**config.mk**
```make
export PLATFORM = sky130hd
export DESIGN_NAME = count_up
export DESIGN_NICKNAME = d
export VERILOG_FILES = /design/src/rtl/count_up.sv
export SDC_FILE = /design/constraint.sdc
export NUM_CORES = 1
export LEC_CHECK = 0
export CAP_MARGIN = 20
export CORE_MARGIN = 3
export CORE_UTILIZATION = 30
export DETAILED_ROUTE_END_ITERATION = 7
export PLACE_DENSITY = 0.54
export SLEW_MARGIN = 20
export SYNTH_ARGS = -nofsm -noshare
export SYNTH_HDL_FRONTEND = slang
export SYNTH_SLANG_ARGS = --single-unit
```
**constraint.sdc**
```tcl
create_clock -name clk_out -period 2.2 [get_ports clk_out]
set_clock_uncertainty 0.15 [all_clocks]
set_input_delay 0.33 -clock clk_out [delete_from_list [all_inputs] [get_ports clk_out]]
set_output_delay 0.33 -clock clk_out [all_outputs]
set_load 0.01 [all_outputs]
```
**src/rtl/count_up.sv**
```systemverilog
// ----------------------------------------------------------------------------
// count_up: up-counting MM:SS stopwatch in BCD.
//
// Counts elapsed time from 00:00, one second per rising clk_out edge while
// running. It supports start/pause, a lap freeze of the displayed value and
// clear. It drives the same four BCD digit outputs as the countdown timer, so
// either block can sit behind the display mux.
//
// Handshake: start_stop, lap and clear are single-cycle pulses, synchronous
// to clk_out and already debounced. There is no valid/ready pairing. A pulse
// high at a rising edge is consumed on that edge.
//
// Ports:
//   clk_out     in   count clock (one edge = one second in RUN)
//   reset_n     in   asynchronous active-low reset
//   start_stop  in   toggles run/pause (starts from IDLE)
//   lap         in   toggles lap freeze of the display (RUN/PAUSE only)
//   clear       in   back to 00:00 and IDLE from any state
//   c0..c3      out  minutes tens, minutes ones, seconds tens, seconds ones
//   running     out  high in RUN
//   done        out  high in DONE (saturated at MAX_MIN:59, WRAP=0)
//   lap_active  out  high while the display shows the hold register
//   state_dbg   out  current FSM state (0 IDLE, 1 RUN, 2 PAUSE, 3 DONE)
// ----------------------------------------------------------------------------
module count_up #(
    parameter int MAX_MIN = 59,
    parameter bit WRAP    = 1'b0
) (
    input  logic       clk_out,
    input  logic       reset_n,
    input  logic       start_stop,
    input  logic       lap,
    input  logic       clear,
    output logic [3:0] c0,
    output logic [3:0] c1,
    output logic [3:0] c2,
    output logic [3:0] c3,
    output logic       running,
    output logic       done,
    output logic       lap_active,
    output logic [1:0] state_dbg
);

    typedef enum logic [1:0] {
        S_IDLE  = 2'd0,
        S_RUN   = 2'd1,
        S_PAUSE = 2'd2,
        S_DONE  = 2'd3
    } state_t;

    localparam logic [3:0]  TERM_M10 = 4'(MAX_MIN / 10);
    localparam logic [3:0]  TERM_M1  = 4'(MAX_MIN % 10);
    localparam logic [15:0] TERM     = {TERM_M10, TERM_M1, 4'd5, 4'd9};

    // Digit packing: [15:12] min tens, [11:8] min ones, [7:4] sec tens, [3:0] sec ones.
    state_t      state_q, state_d;
    logic [15:0] live_q, live_d;
    logic [15:0] hold_q, hold_d;
    logic        lap_q, lap_d;

    logic [15:0] live_inc;
    logic        at_term;

    assign at_term = (live_q == TERM);

    // BCD ripple increment of the live count.
    always_comb begin
        live_inc = live_q;
        if (live_q[3:0] != 4'd9) begin
            live_inc[3:0] = live_q[3:0] + 4'd1;
        end else begin
            live_inc[3:0] = 4'd0;
            if (live_q[7:4] != 4'd5) begin
                live_inc[7:4] = live_q[7:4] + 4'd1;
            end else begin
                live_inc[7:4] = 4'd0;
                if (live_q[11:8] != 4'd9) begin
                    live_inc[11:8] = live_q[11:8] + 4'd1;
                end else begin
                    live_inc[11:8] = 4'd0;
                    // Only reachable with MAX_MIN = 99 wrapping; keep it in BCD.
                    live_inc[15:12] = (live_q[15:12] == 4'd9) ? 4'd0 : live_q[15:12] + 4'd1;
                end
            end
        end
    end

    // Next-state logic. Priority: clear > start_stop > lap > increment.
    always_comb begin
        state_d = state_q;
        live_d  = live_q;
        hold_d  = hold_q;
        lap_d   = lap_q;
        if (clear) begin
            state_d = S_IDLE;
            live_d  = 16'h0000;
            hold_d  = 16'h0000;
            lap_d   = 1'b0;
        end else begin
            case (state_q)
                S_IDLE: begin
                    if (start_stop) state_d = S_RUN;
                end
                S_RUN: begin
                    if (start_stop) begin
                        state_d = S_PAUSE;
                    end else if (at_term && !WRAP) begin
                        // Saturate: the count stays at the terminal value and the freeze is released.
                        state_d = S_DONE;
                        lap_d   = 1'b0;
                    end else begin
                        if (lap) begin
                            if (!lap_q) hold_d = live_q;
                            lap_d = !lap_q;
                        end
                        live_d = at_term ? 16'h0000 : live_inc;
                    end
                end
                S_PAUSE: begin
                    if (start_stop) begin
                        state_d = S_RUN;
                    end else if (lap) begin
                        if (!lap_q) hold_d = live_q;
                        lap_d = !lap_q;
                    end
                end
                default: begin
                    // DONE: only clear or reset leaves.
                end
            endcase
        end
    end

    always_ff @(posedge clk_out or negedge reset_n) begin
        if (!reset_n) begin
            state_q <= S_IDLE;
            live_q  <= 16'h0000;
            hold_q  <= 16'h0000;
            lap_q   <= 1'b0;
        end else begin
            state_q <= state_d;
            live_q  <= live_d;
            hold_q  <= hold_d;
            lap_q   <= lap_d;
        end
    end

    // Display mux straight from registers: no added latency.
    logic [15:0] disp;
    assign disp       = lap_q ? hold_q : live_q;
    assign c0         = disp[15:12];
    assign c1         = disp[11:8];
    assign c2         = disp[7:4];
    assign c3         = disp[3:0];
    assign running    = (state_q == S_RUN);
    assign done       = (state_q == S_DONE);
    assign lap_active = lap_q;
    assign state_dbg  = state_q;

endmodule

```
==> flow_metrics.py <==
metrics = {
    "grt": {
        "track_usage": 0.136,
        "grt_first_pass_wirelength_um": 8980,
        "grt_pass1_vias": 1732,
        "grt_max_degree": 36,
        "antenna_found_initial": 0,
        "gr-total-overflow": 0,
    },
    "finish": {
        "antenna_cells": 0,
        "nets": 271,
        "fin_cells": 357,
        "fillers": 710,
        "area_growth_pct": 28.3,
        "drive_gt1_frac": 0.184,
        "finish.instance_area_mm2": 0.00273,
    },
    "worst_setup_path": {
        "setup.worst_path.end_class": "primary output",
        "worstSetupStartpointType": "flop",
        "critPathArrivalTime_ns": 1.65,
        "cp.required_ns": 1.72,
        "crit_path_max_fanout": 27,
        "reg2reg_depth": 7,
        "critical_path_class": "flop to primary output",
    },
    "power_and_ir_drop": {
        "p_per_area_mw_per_mm2": 475,
        "vdd_ir_drop_max_mv": 0.179,
        "power_mw": 1.29,
        "p_leak_nw": 1.19,
    },
    "floorplanning": {
        "core.rowCount": 30,
        "die_y_um": 90.2,
        "dieArea_mm2": 0.00813,
        "fp.dieW_um": 90.2,
        "ioPinCount": 26,
        "core_mm2": 0.00683,
        "start_util": 0.311,
    },
    "outcome": {
        "status": "finished clean",
    },
    "placed_design": {
        "place_inst": 348,
        "place_ws_ns": -0.158,
        "io_buffers": 25,
        "placed_cell_area_mm2": 0.00262,
        "gp_congestion": 0.791,
        "place_hpwl_um": 3530,
    },
    "synth": {
        "syn_avg_cell_area_um2": 9.66,
        "async_flop_share": 1.00,
        "ys_warn_count": 0,
        "synth_nets": 231,
        "yosys_register_bits": 35,
        "seq_area_frac_synth": 0.412,
        "synthDistinctLibCells": 43,
        "syn_area_mm2": 0.00213,
        "syn-instance-count": 220,
        "synth_ff_type": "dfrtp_1",
        "synth-edff-count": 0,
    },
    "flow_run": {
        "max-cap-violations": 0,
    },
    "detailed_routing": {
        "vias": 1724,
        "drc": 0,
        "routedWlPerCell_um": 14.2,
        "drtAntennaViolNets": 0,
        "via_per_inst": 4.83,
        "dr.pass1.iters": 4,
        "drt_iter0_drc": 55,
        "routed_wl_um": 5060,
    },
    "clock_tree": {
        "cts_made_buffers": 5,
        "clk_latency_ns": 0.29,
        "cts-root-buf": "clkbuf_8",
        "clock_path_buffers": 2,
        "clock_sinks": 35,
        "htreeDepth": 2,
        "cts_tree": "yes",
        "clk_pin_slew_ns": 0.07,
    },
    "sta": {
        "tightest_slew_ns": 0.498,
        "setup_violations": 0,
        "max_freq_ghz": 0.470,
        "fin_hold_ws_ns": 0.301,
        "finalWorstSetupSlack_ns": 0.0742,
        "timing.final.crit_share": 0.966,
        "period_needed_ns": 2.13,
        "finalMaxSlewViolations": 0,
        "hold_viol_final": 0,
        "slew_headroom": 0.663,
        "rsz0062_at_grt": "false",
    },
    "hold_path": {
        "min_path_type": "input pin to async pin",
    },
}
==> critical path, stage by stage (launching register included) <==
cell and delay, ns:
dfrtp_1 0.40, buf_12 0.17, o21ai_1 0.20, clkdlybuf4s50_1 0.57
==> per-layer routing <==
metal	wire length, µm	GRT usage	vias up
met2	2370	0.211	30
met5	0	0	-
met1	2450	0.185	830
met4	55	0.0357	0
met3	183	0.0418	4
li1	-	-	860
==> worst paths after layout <==
kind	end	start	slack, ns
setup / recovery	c3[1]	lap_active	0.07
hold / removal	live_q[4]	reset_n	0.30
setup reg to reg	live_q[15]	live_q[1]	0.19
hold reg to reg	hold_q[11]	hold_q[11]	0.38
max in group asynchronous	state_dbg[0]	reset_n	1.25
min in group clk_out	hold_q[11]	hold_q[11]	0.38
==> repair_timing <==
action | CTS | global route
setup buffers | 0 | 1
setup endpoints to repair | 14 | 24
gates resized for setup | 14 | 8
hold buffers | 0 | 0
cloned | 0 | 0
pin swaps | 0 | 1
==> synthesized netlist by cell type, types with 3 or more instances <==
master,n,area share
or4_1,6,0.021
nand3_1,3,0.0071
or3_1,8,0.024
and3b_1,3,0.012
clkbuf_1,8,0.014
mux2i_1,17,0.080
o21ai_0,15,0.035
ha_1,6,0.035
dfrtp_1,35,0.41
nor2_1,4,0.0071
inv_1,6,0.011
mux2_2,11,0.058
o31ai_1,3,0.011
nand2_1,45,0.079
a21oi_1,13,0.031
nand2b_1,4,0.012
==> logic make-up after synthesis <==
logic type                 after synthesis  share of synthesized area
and+or+nand+nor                         89                      0.245
xor gates and xnor gates                 1                    0.00412
adders and majority gates                6                     0.0353
AOI/OAI and AO/OA                       43                      0.127
DFF                                     35                      0.412
muxes                                   28                      0.138
buffers and inverters                   18                     0.0377
==> layout make-up <==
| class | instances | area, µm² | area share |
|---|---|---|---|
| multi-input combinational | 167 | 1190 | 0.435 |
| timing repair buffer | 44 | 435 | 0.160 |
| inverter | 7 | 26.3 | 0.00963 |
| tap | 96 | 120 | 0.0440 |
| sequential | 35 | 877 | 0.322 |
| clock inverter | 1 | 5.00 | 0.00183 |
| clock buffer | 7 | 76.3 | 0.0280 |
==> where the power goes <==
| group | internal (mW) | switching, mW |
|---|---|---|
| logic | 0.0863 | 0.0984 |
| clock network | 0.222 | 0.228 |
| registers | 0.651 | 0.00923 |
| total | 0.959 | 0.336 |
==> through the flow <==
stage / setup TNS (ns) / util
3_5_place_dp: -1.97 / 0.383
4_1_cts: 0 / 0.393
2_1_floorplan: 0 / -
3_3_place_gp: -1.33 / 0.383
5_1_grt: 0 / 0.399
6_report: 0 / 0.399
==> layout by cell type (no fill, tap or decap), drive strengths merged, types with 3 or more instances in the layout <==
master,Yosys,layout
a21oi,14,14
and3b,3,3
buf,3,19
clkbuf,8,7
clkdlybuf4s50,0,13
dfrtp,35,35
dlygate4sd2,0,10
ha,6,6
inv,6,6
mux2,11,11
mux2i,17,17
nand2,45,45
nand2b,4,4
nand3,3,3
nor2,4,4
nor2b,3,3
o21ai,15,15
o31ai,3,3
or3,8,8
or4,6,6
==> registers in the layout, indices dropped and copies added (netlist names) <==
signal,flops
hold_q,16
lap_active,1
live_q,16
state_dbg,2
(Power assumes the default switching activity.)
